--- src/rtl/inst_fifo_if.sv ---
// inst_fifo_if: bundle of the fetch-side push, issue-side pop and status
// signals of the instruction FIFO.
//   master : fetch/issue/control side (drives pushes, pops and flush)
//   slave  : the FIFO itself (drives show-ahead data, flags and occupancy)
// Signals: flush, flush_keep_head, write_en1/2, write_data1/2, read_en1/2,
//          read_data1/2, empty, almost_empty, full, count.
interface inst_fifo_if #(
  parameter int DEPTH = 16,
  parameter int DW    = 64
);
  localparam int CW = $clog2(DEPTH) + 1;

  logic          flush;
  logic          flush_keep_head;
  logic          write_en1;
  logic          write_en2;
  logic [DW-1:0] write_data1;
  logic [DW-1:0] write_data2;
  logic          read_en1;
  logic          read_en2;
  logic [DW-1:0] read_data1;
  logic [DW-1:0] read_data2;
  logic          empty;
  logic          almost_empty;
  logic          full;
  logic [CW-1:0] count;

  modport master (
    output flush, flush_keep_head, write_en1, write_en2, write_data1,
           write_data2, read_en1, read_en2,
    input  read_data1, read_data2, empty, almost_empty, full, count
  );

  modport slave (
    input  flush, flush_keep_head, write_en1, write_en2, write_data1,
           write_data2, read_en1, read_en2,
    output read_data1, read_data2, empty, almost_empty, full, count
  );
endinterface

--- src/rtl/inst_fifo.sv ---
// inst_fifo: dual-push / dual-pop show-ahead instruction queue between fetch
// and a two-way issue stage. Entries are {pc, inst}.
// Ports:
//   clk     - sole clock, rising edge
//   resetn  - asynchronous active-low reset (pointers/count only)
//   fifo_if - inst_fifo_if.slave: push/pop/flush controls in, show-ahead
//             head entries, status flags and occupancy out
module inst_fifo #(
  parameter int DEPTH = 16,
  parameter int DW    = 64
) (
  input  logic        clk,
  input  logic        resetn,
  inst_fifo_if.slave  fifo_if
);
  localparam int AW = $clog2(DEPTH);
  localparam int CW = AW + 1;

  logic [DW-1:0] mem [DEPTH];

  logic [AW-1:0] rd_r;
  logic [AW-1:0] wr_r;
  logic [CW-1:0] cnt_r;
  logic          empty_r;
  logic          almost_empty_r;
  logic          full_r;

  logic [1:0]    pop_s;
  logic [1:0]    push_s;
  logic [CW-1:0] remain_s;
  logic [AW-1:0] rd_nxt_s;
  logic [AW-1:0] wr_nxt_s;
  logic [CW-1:0] cnt_nxt_s;
  logic          wr_ok_s;

  // Effective pop/push counts; full_r reflects the pre-edge count so pops in
  // the same cycle never unblock a push.
  always_comb begin
    pop_s  = 2'd0;
    push_s = 2'd0;
    if (fifo_if.read_en1 && fifo_if.read_en2 && (cnt_r >= CW'(2))) begin
      pop_s = 2'd2;
    end else if (fifo_if.read_en1 && (cnt_r >= CW'(1))) begin
      pop_s = 2'd1;
    end else begin
      pop_s = 2'd0;
    end
    if (full_r) begin
      push_s = 2'd0;
    end else if (fifo_if.write_en1 && fifo_if.write_en2) begin
      push_s = 2'd2;
    end else if (fifo_if.write_en1) begin
      push_s = 2'd1;
    end else begin
      push_s = 2'd0;
    end
  end

  // Next pointers and occupancy; flush overrides every push.
  always_comb begin
    remain_s  = cnt_r - CW'(pop_s);
    rd_nxt_s  = rd_r;
    wr_nxt_s  = wr_r;
    cnt_nxt_s = cnt_r;
    if (fifo_if.flush) begin
      if (fifo_if.flush_keep_head) begin
        // The first entry surviving this cycle's pops becomes the delay slot.
        rd_nxt_s = rd_r + AW'(pop_s);
        if (remain_s != {CW{1'b0}}) begin
          cnt_nxt_s = CW'(1);
          wr_nxt_s  = rd_r + AW'(pop_s) + AW'(1);
        end else begin
          cnt_nxt_s = {CW{1'b0}};
          wr_nxt_s  = rd_r + AW'(pop_s);
        end
      end else begin
        rd_nxt_s  = rd_r;
        wr_nxt_s  = rd_r;
        cnt_nxt_s = {CW{1'b0}};
      end
    end else begin
      rd_nxt_s  = rd_r + AW'(pop_s);
      wr_nxt_s  = wr_r + AW'(push_s);
      cnt_nxt_s = cnt_r + CW'(push_s) - CW'(pop_s);
    end
  end

  // Pointer, occupancy and registered flag state.
  always_ff @(posedge clk or negedge resetn) begin
    if (!resetn) begin
      rd_r           <= {AW{1'b0}};
      wr_r           <= {AW{1'b0}};
      cnt_r          <= {CW{1'b0}};
      empty_r        <= 1'b1;
      almost_empty_r <= 1'b0;
      full_r         <= 1'b0;
    end else begin
      rd_r           <= rd_nxt_s;
      wr_r           <= wr_nxt_s;
      cnt_r          <= cnt_nxt_s;
      // Flags track the count register exactly, one decode ahead.
      empty_r        <= (cnt_nxt_s == {CW{1'b0}});
      almost_empty_r <= (cnt_nxt_s == CW'(1));
      full_r         <= (cnt_nxt_s >= CW'(DEPTH - 1));
    end
  end

  assign wr_ok_s = resetn && !fifo_if.flush && (push_s != 2'd0);

  // Entry storage; never cleared, only overwritten by accepted pushes.
  always_ff @(posedge clk) begin
    if (wr_ok_s) begin
      mem[wr_r] <= fifo_if.write_data1;
      if (push_s == 2'd2) begin
        mem[wr_r + AW'(1)] <= fifo_if.write_data2;
      end
    end
  end

  assign fifo_if.read_data1   = mem[rd_r];
  assign fifo_if.read_data2   = mem[rd_r + AW'(1)];
  assign fifo_if.empty        = empty_r;
  assign fifo_if.almost_empty = almost_empty_r;
  assign fifo_if.full         = full_r;
  assign fifo_if.count        = cnt_r;
endmodule

--- src/flat_wrapper.sv ---
// flat-port wrapper written by rule: the top's interface ports become plain ports
module inst_fifo_flat 
#(
  parameter int DEPTH = 16,
  parameter int DW    = 64
)
  (clk, resetn, fifo_if_flush, fifo_if_flush_keep_head, fifo_if_write_en1, fifo_if_write_en2, fifo_if_write_data1, fifo_if_write_data2, fifo_if_read_en1, fifo_if_read_en2, fifo_if_read_data1, fifo_if_read_data2, fifo_if_empty, fifo_if_almost_empty, fifo_if_full, fifo_if_count);
  inst_fifo_if #(.DEPTH(DEPTH), .DW(DW)) fifo_if_i ();
  input  logic clk;
  input  logic resetn;
  input wire logic [$bits(fifo_if_i.flush)-1:0] fifo_if_flush;
  input wire logic [$bits(fifo_if_i.flush_keep_head)-1:0] fifo_if_flush_keep_head;
  input wire logic [$bits(fifo_if_i.write_en1)-1:0] fifo_if_write_en1;
  input wire logic [$bits(fifo_if_i.write_en2)-1:0] fifo_if_write_en2;
  input wire logic [$bits(fifo_if_i.write_data1)-1:0] fifo_if_write_data1;
  input wire logic [$bits(fifo_if_i.write_data2)-1:0] fifo_if_write_data2;
  input wire logic [$bits(fifo_if_i.read_en1)-1:0] fifo_if_read_en1;
  input wire logic [$bits(fifo_if_i.read_en2)-1:0] fifo_if_read_en2;
  output wire logic [$bits(fifo_if_i.read_data1)-1:0] fifo_if_read_data1;
  output wire logic [$bits(fifo_if_i.read_data2)-1:0] fifo_if_read_data2;
  output wire logic [$bits(fifo_if_i.empty)-1:0] fifo_if_empty;
  output wire logic [$bits(fifo_if_i.almost_empty)-1:0] fifo_if_almost_empty;
  output wire logic [$bits(fifo_if_i.full)-1:0] fifo_if_full;
  output wire logic [$bits(fifo_if_i.count)-1:0] fifo_if_count;
  assign fifo_if_i.flush = fifo_if_flush;
  assign fifo_if_i.flush_keep_head = fifo_if_flush_keep_head;
  assign fifo_if_i.write_en1 = fifo_if_write_en1;
  assign fifo_if_i.write_en2 = fifo_if_write_en2;
  assign fifo_if_i.write_data1 = fifo_if_write_data1;
  assign fifo_if_i.write_data2 = fifo_if_write_data2;
  assign fifo_if_i.read_en1 = fifo_if_read_en1;
  assign fifo_if_i.read_en2 = fifo_if_read_en2;
  assign fifo_if_read_data1 = fifo_if_i.read_data1;
  assign fifo_if_read_data2 = fifo_if_i.read_data2;
  assign fifo_if_empty = fifo_if_i.empty;
  assign fifo_if_almost_empty = fifo_if_i.almost_empty;
  assign fifo_if_full = fifo_if_i.full;
  assign fifo_if_count = fifo_if_i.count;
  inst_fifo #(.DEPTH(DEPTH), .DW(DW)) u_core (.clk(clk), .resetn(resetn), .fifo_if(fifo_if_i));
endmodule
--- config.mk ---
export PLATFORM = sky130hd
export DESIGN_NAME = inst_fifo_flat
export DESIGN_NICKNAME = d
export VERILOG_FILES = /design/src/rtl/inst_fifo_if.sv /design/src/rtl/inst_fifo.sv /design/src/flat_wrapper.sv
export SDC_FILE = /design/constraint.sdc
export NUM_CORES = 2
export LEC_CHECK = 0
export ABC_AREA = 0
export BUFFER_PORTS_ARGS = -buffer_cell sky130_fd_sc_hd__buf_2
export CORE_ASPECT_RATIO = 0.8
export CORE_MARGIN = 10
export CORE_UTILIZATION = 50
export CTS_BUF_LIST = sky130_fd_sc_hd__clkbuf_4
export DETAILED_ROUTE_END_ITERATION = 6
export HOLD_SLACK_MARGIN = 0.06
export PLACE_DENSITY = 0.64
export SLEW_MARGIN = 20
export SYNTH_ARGS = -nofsm -noshare
export SYNTH_HDL_FRONTEND = slang
export SYNTH_SLANG_ARGS = --single-unit
--- constraint.sdc ---
create_clock -name clk -period 8.7 [get_ports clk]
set_input_delay 0.87 -clock clk [delete_from_list [all_inputs] [get_ports clk]]
set_output_delay 0.87 -clock clk [all_outputs]
set_load 0.05 [all_outputs]
== Word level (Yosys, flattened, before mapping) ==
Memory sizes are Yosys's and may differ from the RTL's.
Index checks and enable logic that the tools add are counted.

* Bits in registers: 16
* Latch bits: 0
* RAM bits: 1024
* Memory bits (read-only): 0
* Output and inout bits: 136
* Word-level logic and storage cells: 49
* Memories: 1

* Add/subtract/negate cells: 8
* $mul: 0
* Divide/modulo/power cells: 0
* Order comparisons: 3
* Equal/unequal tests: 3
* Shifts and indexed selects: 0
* Multiplexer cells: 18
* Bitwise gates (word level): 0
* Reduce and logical (&&, ||, !) cells: 10

{| class="wikitable"
|+ Memories
! name !! words !! width !! rd ports !! clocked after Yosys merged registers in !! wr ports !! RTL line !! source
|-
| u_core.mem || 16 || 64 || 2 || 0 || 2 || inst_fifo.sv:19 || <nowiki>logic [DW-1:0] mem [DEPTH];</nowiki>
|}

{| class="wikitable"
|+ Operators with widths
! cell !! number
|-
| 4-bit two-way mux || 5
|-
| 4-bit by 1-bit adder with 4-bit output, second input constant || 3
|-
| 5-bit by 2-bit subtractor with 5-bit output || 2
|-
| 1-bit two-way mux || 9
|-
| 4-bit by 2-bit adder with 4-bit output || 2
|-
| 1-bit logical AND || 6
|-
| 2-bit two-way mux || 3
|-
| 5-bit by 2-bit adder with 5-bit output || 1
|-
| 5-bit by 1-bit equality test with 1-bit output, second input constant || 1
|-
| 5-bit by 1-bit greater-or-equal comparator with 1-bit output, second input constant || 1
|-
| 5-bit by 2-bit greater-or-equal comparator with 1-bit output, second input constant || 1
|-
| 5-bit by 4-bit greater-or-equal comparator with 1-bit output, second input constant || 1
|-
| 5-bit zero test || 1
|-
| 5-bit two-way mux || 1
|-
| 5-bit nonzero test || 1
|-
| 2-bit equality test, second input constant || 1
|-
| 2-bit by 1-bit inequality test with 1-bit output, second input constant || 1
|-
| 2-bit nonzero test || 1
|-
| 1-bit zero test || 1
|}

== Longest topological paths before layout ==
* Depth in word-level cells: 10
* Gate-level depth with buffers: 14
* Gate-level depth less buffers: 14

== Worst setup path after synthesis ==
OpenSTA, ideal clock, no wires.

* Path type: in2reg
* Start: input port fifo_if_flush
* End: memory u_core.mem[0][0], enable pin
* Setup time: 0.574 ns
* Data arrival time: 6.237 ns
* Required time: 8.126 ns
* Slack: 1.888 ns
* Stages: 6
* Buffers on the path: 2
* Cell sequence: buf_2 > and4bb_1 > and2b_1 > nand2b_1 > buf_2 > o21ai_0

{| class="wikitable"
|+ RTL lines
! element !! RTL line !! source
|-
| start, declared || flat_wrapper.sv:11 || <nowiki>input wire logic [$bits(fifo_if_i.flush)-1:0] fifo_if_flush;</nowiki>
|-
| end, declared || inst_fifo.sv:19 ||
|}

== Worst setup path after layout ==
* Start: register u_core.rd_r[1]
* End: output port fifo_if_read_data1[19]

* Word-level cells in the longest chain between the ends: 1

{| class="wikitable"
|+ RTL lines
! element !! RTL line !! source
|-
| start, declared || inst_fifo.sv:21 || <nowiki>logic [AW-1:0] rd_r;</nowiki>
|-
| start signal, assigned || inst_fifo.sv:91 || <nowiki>rd_r <= {AW{1'b0}};</nowiki>
|-
| start signal, assigned || inst_fifo.sv:98 || <nowiki>rd_r <= rd_nxt_s;</nowiki>
|-
| memory 16 x 64 bit || n/a ||
|-
| end, declared || flat_wrapper.sv:19 || <nowiki>output wire logic [$bits(fifo_if_i.read_data1)-1:0] fifo_if_read_data1;</nowiki>
|}

Every way passes these cells.

==> results.yml <==
power_and_ir_drop:
  p_per_area_mw_per_mm2: 332
  power_mw: 22.5
  leakagePower_nw: 22.6
  peakVddDrop_uv: 399
setup_path:
  slowest_stage: "dfrtp_4"
  crit_arrival_ns: 5.56
  path_max_fanout: 49
  crit_type: "flip-flop to output pin"
  cp_cell_sequence: "buf_4 > buf_4 > mux4_2 > mux4_2 > buf_2"
  critPathMaxStageDelay_ns: 1.03
  cp_top_family: "buffers and inverters"
  crit_path_end_kind: "output pin"
  path_buf_inv: 3
  worstPathRequired_ns: 7.83
  critPathLaunchType: "flip-flop"
cts:
  htree_levels: 5
  numCtsBuffers: 294
  cts-root-buf: "clkbuf_4"
  numClockSinks: 1040
  worstSkewPairLatency_ns: 1.29
  clk_pin_slew_ns: 0.06
  tritoncts: "done"
  cts_buffer_depth: 4
synthesis:
  postSynthCellCount: 3260
  synth_nets: 3414
  yosys_register_bits: 1040
  synth_edf_count: 1024
  synth.distinct_cells: 47
  avgSynthCellArea_um2: 18.4
  synthTopCellsByCount: "edfxtp_1 (1,024), mux2_2 (956), mux4_2 (640)"
  synth_top_area_frac: 0.514
  syn-cell-area_mm2: 0.0598
  yosysSeqAreaShare: 0.521
  async_flop_share: 0.0154
  ys.flop_type: "edfxtp_1"
  synthTopCellsByArea: "edfxtp_1 (51%), mux4_2 (24%), mux2_2 (18%), clkbuf_1 (1.4%), mux2_1 (1.3%)"
  yosys.area.top_type: "edfxtp_1"
  yosys.cell_count.top_type: "edfxtp_1"
  yosys_warnings: 0
hold_path:
  holdCritPathClass: "primary input to flip-flop"
detailed_routing:
  first_iter_violations: 4395
  avgRoutedWirePerCell_um: 35.6
  vias_per_cell: 6.87
  antenna_left: 0
  wl_mm: 193
  vias: 37218
  dr.pass1.iters: 6
  drc_errors: 0
final_layout:
  drive_above_1_share: 0.624
  area_growth_pct: 13.0
  final_area_mm2: 0.0676
  fin_nets: 3844
  fin_util: 0.570
grt:
  grt_start_max_net_pins: 153
  antenna_found_initial: 15
  grt_overflow: 0
  track_usage: 0.287
  grt_pass1_wl_mm: 278
  first_global_vias: 39134
timing:
  worst_slack_ns: 2.27
  hold_viol_final: 0
  rsz0062_at_grt: "no"
  worst_pin_slew_ns: 1.18
  period_needed_ns: 6.43
  fmax_mhz: 156
  skew_ns: 0.0693
  report.final.slew_viol_count: 0
  relSlewSlack: 0.211
  period_share: 0.739
  setup_viol: 0
  finalSetupTns_ns: 0
floorplanning:
  die_w_um: 407
  die_area_mm2: 0.134
  die_h_um: 329
  core_area_mm2: 0.119
  io-pin-count: 272
  start_util: 0.504
  num_rows: 113
placement:
  place_congestion: 0.834
  dp_hpwl_mm: 103
  dp_slack_ns: 3.41
  placedInstanceArea_mm2: 0.0625
  portBuffers: 271
flow_run:
  cap_violations: 0
run_status:
  status: "complete, no violations"
[path summary, 6_finish.rpt]
path	start	endpoint	slack, ns	cells past startpoint
max in group asynchronous	resetn	u_core.rd_r[0]$_DFFE_PN0P_	6.81	4
min in group asynchronous	resetn	u_core.fifo_if.empty$_DFF_PN1_	0.67	3
max reg2reg	u_core.fifo_if.full$_DFF_PN0_	u_core.mem[4][37]$_DFFE_PP_	4.53	7
max	u_core.rd_r[1]$_DFFE_PN0P_	fifo_if_read_data1[19]	2.27	5
min	fifo_if_write_data2[8]	u_core.mem[9][8]$_DFFE_PP_	0.15	2
min reg2reg	u_core.wr_r[2]$_DFF_PN0_	u_core.wr_r[2]$_DFF_PN0_	0.79	2
[power by group]
group / leakage, nW / internal [mW] / total, mW / switching (mW)
sequential: 9.41 / 5.70 / 6.01 / 0.311
combinational: 11.2 / 4.81 / 12.2 / 7.38
clock: 2.02 / 2.22 / 4.29 / 2.08
[layout by cell type, fill, tap and decap left out, types with 9 or more instances in the layout]
cell,netlist,layout
mux2_1,69,69
nor2_4,0,14
dfrtp_1,15,11
nand2_4,0,12
nor2_1,26,14
buf_2,120,271
xnor2_1,13,12
dlygate4sd3_1,0,171
inv_1,21,21
diode_2,0,12
mux2_2,956,956
ha_1,13,12
clkinv_1,0,39
buf_4,0,59
mux4_2,640,640
edfxtp_1,1024,1024
nand2_1,25,13
clkbuf_4,0,413
buf_12,0,9
[flip-flops by register name (all words and copies together), names as in the netlist]
signal / flops
u_core.rd_r: 4
u_core.wr_r: 4
u_core.fifo_if.empty: 1
u_core.fifo_if.count: 5
u_core.fifo_if.full: 1
u_core.fifo_if.almost_empty: 1
u_core.mem: 1024
[area by class of cell]
class	count	area, um^2
diodes	12	30.0
clock buffers	413	3100
clock inverters	48	235
fillers	9159	51100
inverters	21	78.8
multi-input cells	1819	27300
flip-flops and latches	1040	31200
well taps	1552	1940
repair buffers	514	3780
[what timing repair did]
action,4_1_cts,5_1_grt
hold buffers,171,0
endpoints found under the hold margin,594,0
buffers inserted,0,0
gates resized for setup,0,0
[metal layers]
metal  track usage  vias up  wire length [um]  part of all wire
met2         0.468     2271             95200              0.49
li1              -    14708                 -                 -
met3        0.0689      452             18600             0.096
met5             0        -                61           0.00032
met4         0.107       10              6460             0.034
met1         0.372    19777             72300              0.38
[per-stage QoR]
stage | hold slack [ns] | std cells
2_1_floorplan | 0.574 | 3260
3_3_place_gp | 0.716 | 4772
3_5_place_dp | 0.763 | 4772
4_1_cts | 0.0604 | 5404
5_1_grt | 0.109 | 5415
6_report | 0.155 | 5419
[kinds of logic after synthesis]
group | synth area share
AND/OR/NAND/NOR | 0.00751
AO/OA/AOI/OAI | 0.00345
flip-flops | 0.521
buffers and inverters | 0.0278
XOR/XNOR | 0.00234
multiplexers | 0.434
adder cells (fa/ha/maj) | 0.00439
Power figures use the tool's default switching activity.
